## config.mk

```make
export PLATFORM = sky130hd
export DESIGN_NAME = uart_echo_led
export DESIGN_NICKNAME = d
export VERILOG_FILES = /design/src/rtl/uart_pkg.sv /design/src/rtl/byte_fifo.sv /design/src/rtl/uart_echo_led.sv
export SDC_FILE = /design/constraint.sdc
export NUM_CORES = 1
export LEC_CHECK = 0
export BUFFER_PORTS_ARGS = -buffer_cell sky130_fd_sc_hd__buf_2
export CAP_MARGIN = 20
export CORE_UTILIZATION = 35
export CTS_BUF_LIST = sky130_fd_sc_hd__clkbuf_16
export CTS_CLUSTER_DIAMETER = 40
export DETAILED_ROUTE_END_ITERATION = 8
export MAX_ROUTING_LAYER = met4
export SLEW_MARGIN = 20
export SYNTH_ARGS = -nofsm -noshare
export SYNTH_HDL_FRONTEND = slang
export SYNTH_HIERARCHICAL = 1
export SYNTH_SLANG_ARGS = --single-unit
```

## constraint.sdc

```tcl
create_clock -name clk -period 6.3 [get_ports clk]
set_input_delay 1.26 -clock clk [delete_from_list [all_inputs] [get_ports clk]]
set_output_delay 1.26 -clock clk [all_outputs]
set_load 0.005 [all_outputs]
```

## src/rtl/uart_pkg.sv

```systemverilog
// Shared types and helpers for the UART echo/LED block.
//   rx_state_t / tx_state_t : receiver and transmitter FSM encodings
//   UART_DATA_BITS          : payload bits per 8N1 frame
//   cnt_width()             : width of a bit-period counter for a given CLKS_PER_BIT
package uart_pkg;

  localparam int unsigned UART_DATA_BITS = 8;

  typedef enum logic [1:0] {
    RxIdle,
    RxStart,
    RxData,
    RxStop
  } rx_state_t;

  typedef enum logic [1:0] {
    TxIdle,
    TxStart,
    TxData,
    TxStop
  } tx_state_t;

  // Counter only has to reach CLKS_PER_BIT-1; keep at least one bit.
  function automatic int unsigned cnt_width(input int unsigned clks_per_bit);
    return (clks_per_bit < 2) ? 1 : $clog2(clks_per_bit);
  endfunction

endpackage

```

## src/rtl/byte_fifo.sv

```systemverilog
// Small synchronous FIFO used to re-time received bytes into the transmitter.
//   clk, rst_n : clock, asynchronous active-low reset
//   push, din  : write request and data (ignored when full unless popping in the same cycle)
//   pop, dout  : read request and head-of-queue data (pop is ignored when empty)
//   full/empty : occupancy flags
// DEPTH must be a power of two; pointers carry one extra MSB to tell full from empty.
module byte_fifo #(
  parameter int unsigned DEPTH = 4,
  parameter int unsigned W     = 8
) (
  input  logic         clk,
  input  logic         rst_n,
  input  logic         push,
  input  logic         pop,
  input  logic [W-1:0] din,
  output logic [W-1:0] dout,
  output logic         full,
  output logic         empty
);

  localparam int unsigned AW = (DEPTH > 1) ? $clog2(DEPTH) : 1;

  logic [AW:0]  wr_ptr_q, rd_ptr_q;
  logic [W-1:0] mem_q [DEPTH];
  logic         push_ok, pop_ok;

  assign empty = (wr_ptr_q == rd_ptr_q);
  assign full  = (wr_ptr_q[AW] != rd_ptr_q[AW]) &&
                 (wr_ptr_q[AW-1:0] == rd_ptr_q[AW-1:0]);

  assign pop_ok = pop && !empty;
  // A simultaneous pop frees the slot being written, so a full FIFO still accepts it.
  assign push_ok = push && (!full || pop_ok);

  always_ff @(posedge clk or negedge rst_n) begin
    if (!rst_n) begin
      wr_ptr_q <= '0;
      rd_ptr_q <= '0;
    end else begin
      if (push_ok) wr_ptr_q <= wr_ptr_q + (AW+1)'(1);
      if (pop_ok)  rd_ptr_q <= rd_ptr_q + (AW+1)'(1);
    end
  end

  // Storage needs no reset: empty pointers mask its contents.
  always_ff @(posedge clk) begin
    if (push_ok) mem_q[wr_ptr_q[AW-1:0]] <= din;
  end

  assign dout = mem_q[rd_ptr_q[AW-1:0]];

endmodule

```

## src/rtl/uart_echo_led.sv

```systemverilog
// UART receive / re-timed echo / LED display block.
//   clk, rst_n : system clock, asynchronous active-low reset
//   usb_rx     : 8N1 receive line, idle high, asynchronous to clk
//   tx_hold    : when high the transmitter starts no new frame
//   usb_tx     : 8N1 transmit line, idle high (raw copy of usb_rx when ECHO_MODE == 0)
//   led        : low LED_W bits of the last correctly framed byte
//   frame_err  : sticky, a stop bit was sampled low
//   overflow   : sticky, a received byte was dropped because the echo FIFO was full
module uart_echo_led
  import uart_pkg::*;
#(
  parameter int unsigned CLKS_PER_BIT = 100,
  parameter int unsigned FIFO_DEPTH   = 4,
  parameter int unsigned LED_W        = 8,
  parameter int unsigned ECHO_MODE    = 1
) (
  input  logic             clk,
  input  logic             rst_n,
  input  logic             usb_rx,
  input  logic             tx_hold,
  output logic             usb_tx,
  output logic [LED_W-1:0] led,
  output logic             frame_err,
  output logic             overflow
);

  localparam int unsigned CW = cnt_width(CLKS_PER_BIT);
  localparam int unsigned DW = UART_DATA_BITS;
  localparam int unsigned BW = $clog2(DW);

  localparam logic [CW-1:0] BitLast  = CW'(CLKS_PER_BIT - 1);
  localparam logic [CW-1:0] HalfLast = CW'(CLKS_PER_BIT / 2 - 1);
  localparam logic [BW-1:0] DataLast = BW'(DW - 1);

  // ---------------------------------------------------------------------------
  // Input synchroniser and start-edge detect
  // ---------------------------------------------------------------------------
  // All three flops reset low, so a falling edge needs a genuinely high
  // synchronised sample first; a line held low across reset release is ignored.
  logic rx_meta_q, rx_sync_q, rx_prev_q;
  logic rx_fall;

  always_ff @(posedge clk or negedge rst_n) begin
    if (!rst_n) begin
      rx_meta_q <= 1'b0;
      rx_sync_q <= 1'b0;
      rx_prev_q <= 1'b0;
    end else begin
      rx_meta_q <= usb_rx;
      rx_sync_q <= rx_meta_q;
      rx_prev_q <= rx_sync_q;
    end
  end

  assign rx_fall = rx_prev_q & ~rx_sync_q;

  // ---------------------------------------------------------------------------
  // Receiver
  // ---------------------------------------------------------------------------
  rx_state_t        rx_state_q, rx_state_d;
  logic [CW-1:0]    rx_cnt_q, rx_cnt_d;
  logic [BW-1:0]    rx_bit_q, rx_bit_d;
  logic [DW-1:0]    rx_sh_q, rx_sh_d;
  logic             rx_push;   // good byte in rx_sh_q this cycle
  logic             rx_ferr;   // stop bit sampled low this cycle
  logic [LED_W-1:0] led_q;
  logic             frame_err_q;

  always_comb begin
    rx_state_d = rx_state_q;
    rx_cnt_d   = rx_cnt_q + CW'(1);
    rx_bit_d   = rx_bit_q;
    rx_sh_d    = rx_sh_q;
    rx_push    = 1'b0;
    rx_ferr    = 1'b0;
    unique case (rx_state_q)
      RxIdle: begin
        rx_cnt_d = '0;
        if (rx_fall) rx_state_d = RxStart;
      end
      RxStart: begin
        if (rx_cnt_q == HalfLast) begin
          rx_cnt_d   = '0;
          rx_bit_d   = '0;
          // Line back high at mid-start means a glitch, not a frame.
          rx_state_d = rx_sync_q ? RxIdle : RxData;
        end
      end
      RxData: begin
        if (rx_cnt_q == BitLast) begin
          rx_cnt_d = '0;
          rx_sh_d  = {rx_sync_q, rx_sh_q[DW-1:1]};
          rx_bit_d = rx_bit_q + BW'(1);
          if (rx_bit_q == DataLast) rx_state_d = RxStop;
        end
      end
      RxStop: begin
        if (rx_cnt_q == BitLast) begin
          rx_cnt_d   = '0;
          rx_state_d = RxIdle;
          if (rx_sync_q) rx_push = 1'b1;
          else           rx_ferr = 1'b1;
        end
      end
      default: rx_state_d = RxIdle;
    endcase
  end

  always_ff @(posedge clk or negedge rst_n) begin
    if (!rst_n) begin
      rx_state_q  <= RxIdle;
      rx_cnt_q    <= '0;
      rx_bit_q    <= '0;
      rx_sh_q     <= '0;
      led_q       <= '0;
      frame_err_q <= 1'b0;
    end else begin
      rx_state_q <= rx_state_d;
      rx_cnt_q   <= rx_cnt_d;
      rx_bit_q   <= rx_bit_d;
      rx_sh_q    <= rx_sh_d;
      if (rx_push) led_q <= rx_sh_q[LED_W-1:0];
      if (rx_ferr) frame_err_q <= 1'b1;
    end
  end

  assign led       = led_q;
  assign frame_err = frame_err_q;

  // ---------------------------------------------------------------------------
  // Echo path: FIFO + transmitter, or a raw wire in legacy mode
  // ---------------------------------------------------------------------------
  if (ECHO_MODE != 0) begin : g_echo
    logic          fifo_pop, fifo_full, fifo_empty;
    logic [DW-1:0] fifo_dout;
    logic          overflow_q;

    tx_state_t     tx_state_q, tx_state_d;
    logic [CW-1:0] tx_cnt_q, tx_cnt_d;
    logic [BW-1:0] tx_bit_q, tx_bit_d;
    logic [DW-1:0] tx_sh_q, tx_sh_d;
    logic          tx_line_q, tx_line_d;

    byte_fifo #(
      .DEPTH (FIFO_DEPTH),
      .W     (DW)
    ) u_fifo (
      .clk   (clk),
      .rst_n (rst_n),
      .push  (rx_push),
      .pop   (fifo_pop),
      .din   (rx_sh_q),
      .dout  (fifo_dout),
      .full  (fifo_full),
      .empty (fifo_empty)
    );

    always_comb begin
      tx_state_d = tx_state_q;
      tx_cnt_d   = tx_cnt_q + CW'(1);
      tx_bit_d   = tx_bit_q;
      tx_sh_d    = tx_sh_q;
      fifo_pop   = 1'b0;
      unique case (tx_state_q)
        TxIdle: begin
          tx_cnt_d = '0;
          if (!fifo_empty && !tx_hold) begin
            fifo_pop   = 1'b1;
            tx_sh_d    = fifo_dout;
            tx_state_d = TxStart;
          end
        end
        TxStart: begin
          if (tx_cnt_q == BitLast) begin
            tx_cnt_d   = '0;
            tx_bit_d   = '0;
            tx_state_d = TxData;
          end
        end
        TxData: begin
          if (tx_cnt_q == BitLast) begin
            tx_cnt_d = '0;
            tx_sh_d  = {1'b0, tx_sh_q[DW-1:1]};
            tx_bit_d = tx_bit_q + BW'(1);
            if (tx_bit_q == DataLast) tx_state_d = TxStop;
          end
        end
        TxStop: begin
          if (tx_cnt_q == BitLast) begin
            tx_cnt_d   = '0;
            tx_state_d = TxIdle;
          end
        end
        default: tx_state_d = TxIdle;
      endcase
    end

    // Line level follows the current state through one register so usb_tx is glitch-free.
    always_comb begin
      tx_line_d = 1'b1;
      unique case (tx_state_q)
        TxIdle:  tx_line_d = 1'b1;
        TxStart: tx_line_d = 1'b0;
        TxData:  tx_line_d = tx_sh_q[0];
        TxStop:  tx_line_d = 1'b1;
        default: tx_line_d = 1'b1;
      endcase
    end

    always_ff @(posedge clk or negedge rst_n) begin
      if (!rst_n) begin
        tx_state_q <= TxIdle;
        tx_cnt_q   <= '0;
        tx_bit_q   <= '0;
        tx_sh_q    <= '0;
        tx_line_q  <= 1'b1;
        overflow_q <= 1'b0;
      end else begin
        tx_state_q <= tx_state_d;
        tx_cnt_q   <= tx_cnt_d;
        tx_bit_q   <= tx_bit_d;
        tx_sh_q    <= tx_sh_d;
        tx_line_q  <= tx_line_d;
        if (rx_push && fifo_full && !fifo_pop) overflow_q <= 1'b1;
      end
    end

    assign usb_tx   = tx_line_q;
    assign overflow = overflow_q;
  end else begin : g_wire
    assign usb_tx   = usb_rx;
    assign overflow = 1'b0;
  end

endmodule
```

After elaboration in Yosys (flattened, before gate mapping)

Memories as Yosys holds them, arrays and structs flattened.
Cells that the tools add are included.

Equal/unequal tests: 24
Reduce and logical (&&, ||, !) cells: 25
Divide/modulo/power cells: 0
Bitwise operators: 2
$lt $le $gt $ge: 0
Multiply operators: 0
Shift-type cells: 0
Mux-type cells: 38
$add $sub $neg: 6

Operators with widths:

| operator            | number |
|---|---|
| $mux 2              | 11 |
| $mux 7              | 3 |
| $pmux 7 s3          | 1 |
| $ne 2x2->1 const B  | 10 |
| $mux 8              | 2 |
| $pmux 2 s4          | 2 |
| $pmux 8 s2          | 1 |
| $add 7x1->7 const B | 2 |
| $eq 7x7->1 const B  | 2 |
| $pmux 7 s2          | 1 |
| $add 3x1->3 const B | 4 |
| $mux 3              | 4 |
| $pmux 3 s2          | 2 |
| $mux 1              | 10 |
| $reduce_and 5->1    | 2 |
| $reduce_and 3->1    | 3 |
| $eq 2x2->1 const B  | 4 |
| $eq 7x6->1 const B  | 1 |
| $eq 3x3->1 const B  | 2 |
| $logic_and 1x1->1   | 6 |
| $reduce_bool 2->1   | 3 |
| $eq 2x1->1 const B  | 2 |
| $logic_not 1->1     | 4 |
| $logic_not 2->1     | 2 |
| 10 further kinds    | 11 |

Memories kept: 1
Latch bits: 0
Register bits: 60
Bits in read-only memories: 0
Bits of input ports: 4
Word-level logic and storage cells: 113
Bits in writable memories: 32
Output and inout port bits: 11

Memories:

| name                | depth | bits a word | rd ports | clocked after Yosys merged registers in | write ports | RTL line        | text |
|---|---|---|---|---|---|---|---|
| g_echo.u_fifo.mem_q | 4     | 8           | 1        | 0                                       | 1           | byte_fifo.sv:24 | `logic [W-1:0] mem_q [DEPTH];` |

Depth between registers and ports, before layout

Depth after elaboration: 10
Mapped depth: 10
Gate-level depth less buffers: 8

Modules after synthesis

Netlist, hierarchy kept.

By module, submodules not included:

| module        | sequential area each (µm²) | area an instance (µm²) | cells each | instances |
|---|---|---|---|---|
| uart_echo_led | 1,352.5                    | 2,514.9                | 194        | 1 |
| byte_fifo     | 1,111.1                    | 1,614.0                | 89         | 1 |

Worst setup path before layout

OpenSTA, ideal clock, no wires.

Path type: register -> register
From: register g_echo.u_fifo.rd_ptr_q[1]
To: memory g_echo.u_fifo.mem_q[0][0], enable pin
Period minus slack after synthesis: 2.582 ns
Slack: 3.718 ns
Stages on the path, launching flop included: 10
Arrival time: 2.304 ns
Library setup time: 0.278 ns
Cells stage by stage: dfrtp_1 > buf_6 > xor2_1 > buf_2 > or2_2 > nor2_1 > nor3b_1 > clkbuf_1 > or4_1 > and3_1

Word-level cells in the longest chain between the ends: 10
Elaborated cells between the ends (all ways): 13
Classes of those cells: eq/ne: 2; mux: 4; reduce/logical: 7

Ends and longest elaborated chain:

| element                      | RTL line             | text |
|---|---|---|
| start, declared              | byte_fifo.sv:23      | `logic [AW:0] wr_ptr_q, rd_ptr_q;` |
| start signal, assigned       | byte_fifo.sv:41      | `if (pop_ok) rd_ptr_q <= rd_ptr_q + (AW+1)'(1);` |
| $eq 3x3->1                   | byte_fifo.sv:27      | `assign empty = (wr_ptr_q == rd_ptr_q);` |
| via g_echo.fifo_empty        | uart_echo_led.sv:134 | `logic fifo_pop, fifo_full, fifo_empty;` |
| $logic_not 1->1              | uart_echo_led.sv:167 | `if (!fifo_empty && !tx_hold) begin` |
| $logic_and 1x1->1            | uart_echo_led.sv:167 |  |
| $mux 1                       | uart_echo_led.sv:167 |  |
| $mux 1                       | uart_echo_led.sv:164 | `unique case (tx_state_q)` |
| via g_echo.fifo_pop          | uart_echo_led.sv:134 |  |
| $logic_and 1x1->1            | byte_fifo.sv:31      | `assign pop_ok = pop && !empty;` |
| $logic_or 1x1->1             | byte_fifo.sv:33      | `assign push_ok = push && (!full \|\| pop_ok);` |
| $logic_and 1x1->1            | byte_fifo.sv:33      |  |
| $mux 1                       | byte_fifo.sv:47      | `if (push_ok) mem_q[wr_ptr_q[AW-1:0]] <= din;` |
| $mux 1 (not written as such) | byte_fifo.sv:47      |  |
| end, declared                | byte_fifo.sv:24      |  |

The timed path passes the listed nets, and every way through them passes these cells.

Worst setup path after layout

From: register g_echo.u_fifo.rd_ptr_q[1]
To: memory g_echo.u_fifo.mem_q[1][2], enable pin

Same word-level chain as after synthesis.

==> flow_metrics.env <==
export IMPL_grt_max_degree=61
export IMPL_clockBufferDepth=2
export IMPL_p_per_area_nw_per_um2=366
export IMPL_swShare_pct=30.0
export IMPL_htreeDepth=3
export IMPL_critPathLaunchType="register"
export IMPL_rsz0062_at_grt="false"
export IMPL_post_cts_buffers=0
export IMPL_via_per_inst=4.98
export IMPL_synth_nets=303
export IMPL_hold_path_class="reg -> reg"
export IMPL_clock_fmax_mhz=303
export IMPL_clkTransAtPathRegs_ns=0.07
export IMPL_vias=2227
export IMPL_cts_hold_fix_buffers=0
export IMPL_outcome="completed"
export IMPL_relSlewSlack_pct=38.1
export IMPL_p_int_mw=1.18
export IMPL_worstPathArrival_ns=3.30
export IMPL_start_util_pct=36.0
export IMPL_synth_seq_area_share_pct=59.7
export IMPL_layout_nets=319
export IMPL_register_area_um2=2460
export IMPL_cp_end_kind="register"
export IMPL_max_cap_violations=0
export IMPL_hold_viol=0
export IMPL_ys_ff_latch=92
export IMPL_min_period_over_period_pct=52.4
export IMPL_hpwl_um=4530
export IMPL_finish_instance_area_um2=4600
export IMPL_ctsRootBufferMaster="clkbuf_16"
export IMPL_power_mw=1.68
export IMPL_required_ns=6.29
export IMPL_seq_power_share_pct=46.1
export IMPL_cts_buffers_inserted=9
export IMPL_finalClockSkew_ns=0.00903
export IMPL_std_cell_rows=39
export IMPL_detail_route_iter0_violations=124
export IMPL_track_usage_pct=12.1
export IMPL_grt_pass1_wl_um=11400
export IMPL_crit_fanout=11
export IMPL_synthArstFlopShare_pct=65.2
export IMPL_area_delta_synth_final_pct=11.4
export IMPL_die_width_um=111
export IMPL_first_pass_iters=4
export IMPL_diodes=0
export IMPL_ctsResizeCount=0
export IMPL_power_share_clock_pct=29.4
export IMPL_leakage_nw=2.05
export IMPL_final_antenna_net_count=0
export IMPL_ir_drop_v=0.000223
export IMPL_clock_latency_ns=0.34
export IMPL_yosys_cell_types_count=49
export IMPL_avgSynthCellArea_um2=14.6
export IMPL_syn_inst=283
export IMPL_clock_sinks=92
export IMPL_critPathKind="reg -> reg"
export IMPL_die_area_um2=12200
export IMPL_drc=0
export IMPL_synth_ff_type="dfrtp_1"
export IMPL_tritoncts="built"
export IMPL_multiInputGateArea_um2=1560
export IMPL_ys_warn_count=6
export IMPL_finalSetupViolCount=0
export IMPL_tightestPinTransition_ns=0.926
export IMPL_pin_count=15
export IMPL_gp_congestion=0.820
export IMPL_place_area_um2=4320
export IMPL_drive_gt1_share_pct=26.6
export IMPL_drt_total_wl_um=6610
export IMPL_port_buffers=14
export IMPL_period_needed_ns=3.30
export IMPL_fp_dieH_um=111
export IMPL_fillers=1051
export IMPL_antenna_found_initial=0
export IMPL_p_switching_uw=504
export IMPL_netlist_area_um2=4130
export IMPL_slew_viol_final=0
export IMPL_grt_pass1_vias=2278
export IMPL_core_area_um2=11500
export IMPL_gr_total_overflow=0
export IMPL_combPwrFrac_pct=24.4
export IMPL_wl_per_cell_um=14.8
export IMPL_synth_edf_count=32
export IMPL_finalSetupTns_ns=0
==> final timing paths <==
check	slack, ns	endpoint	depth (start not counted)	startpoint
setup reg to reg	3.00	g_echo.u_fifo/mem_q[1][2]	6	g_echo.u_fifo/rd_ptr_q[1]
hold / removal	0.35	rx_sync_q	0	rx_meta_q
hold reg to reg	0.35	rx_sync_q	0	rx_meta_q
max in group asynchronous	4.70	rx_bit_q[1]	2	rst_n
min in group asynchronous	1.08	g_echo.tx_cnt_q[5]	2	rst_n
setup / recovery	3.00	g_echo.u_fifo/mem_q[1][2]	6	g_echo.u_fifo/rd_ptr_q[1]
==> critical path, cell delays in order (launching register included) <==
cell	delay [ns]
dfrtp_1	0.59
xor2_1	0.64
or2_2	0.24
nor2_1	0.05
nor3b_1	0.76
or4_1	0.27
and3_1	0.40
==> state kept, by name, summed over array words and instances, names as in the netlist, 2 cells and up, named ones only <==
name,count
g_echo.tx_bit_q,3
g_echo.u_fifo/mem_q,32
g_echo.u_fifo/rd_ptr_q,3
rx_bit_q,3
g_echo.tx_sh_q,8
rx_sh_q,8
g_echo.tx_cnt_q,7
led,8
g_echo.u_fifo/wr_ptr_q,3
g_echo.tx_state_q,2
rx_cnt_q,7
==> cell families (layout without fill, tap and decap cells) <==
group                    count (synthesis)  in the layout  synth area share [%]
AO/OA/AOI/OAI                           30             30                  5.91
XOR/XNOR                                15             15                  3.18
adder cells (fa/ha/maj)                 16             16                  4.85
buffers and inverters                   22             43                  2.61
flip-flops                              92             92                  59.7
multiplexers                            45             45                  14.4
AND/OR/NAND/NOR                         63             63                  9.36
==> layout by cell type (no fill, tap or decap), drive strengths merged, types with 3 or more instances in the layout <==
cell type,n
a21oi,4
a22o,4
a31oi,4
and3,5
buf,15
clkbuf,9
dfrtp,59
edfxtp,32
ha,16
inv,16
mux2,36
mux4,8
nand2,9
nand2b,3
nand3,6
nand4,3
nor2,22
nor3,4
o21bai,3
o41ai,3
xnor2,8
xor2,7
==> layer usage <==
metal | vias to the layer above | GRT usage, % | routed length, um
li1 | 1074 | - | -
met1 | 1115 | 16.6 | 3360
met2 | 32 | 17.4 | 2970
met3 | 6 | 3.46 | 222
met4 | 0 | 3.47 | 65
met5 | - | - | 0
==> through the flow <==
step                      worst slack, ns  util (%)  hold WS, ns  cells
after floorplan                      3.72         -        0.331    283
after global placement               3.14      37.7        0.334    431
after detailed placement             3.03      37.7        0.342    431
after CTS                            3.01      40.1        0.358    447
after global routing                 2.60      40.1        0.364    447
final                                3.00      40.1        0.352    447
==> power by group through the flow <==
stage	registers, mW	logic, mW	clock network [mW]
after floorplan	0.741	0.395	0
after global placement	0.786	0.403	0
after detailed placement	0.790	0.412	0
after CTS	0.778	0.413	0.510
after global routing	0.792	0.461	0.527
final	0.776	0.411	0.495
==> Yosys cell counts (3+ instances only) <==
library cell | instances | share of area (%)
xnor2_1 | 8 | 1.7
mux2_2 | 35 | 9.5
o21bai_1 | 3 | 0.55
and3_1 | 5 | 0.76
nand2_1 | 9 | 0.82
a31oi_1 | 4 | 0.61
buf_2 | 5 | 0.61
nor3_1 | 3 | 0.36
nor2_1 | 22 | 2.0
nand2b_1 | 3 | 0.45
mux4_2 | 8 | 4.4
edfxtp_1 | 32 | 23
xor2_1 | 7 | 1.5
a21oi_1 | 3 | 0.36
ha_1 | 16 | 4.8
inv_1 | 12 | 1.1
dfrtp_1 | 59 | 36
a22o_1 | 4 | 0.85
nand3_1 | 6 | 0.73
==> final cells by class <==
type	count	area share, %
clock inverters	7	1.09
flip-flops and latches	92	53.6
inverters	12	0.980
repair buffers	15	1.69
clock buffers	9	4.90
multi-input cells	169	33.9
well taps	143	3.89
No activity file was read; power rests on OpenSTA's default activity.
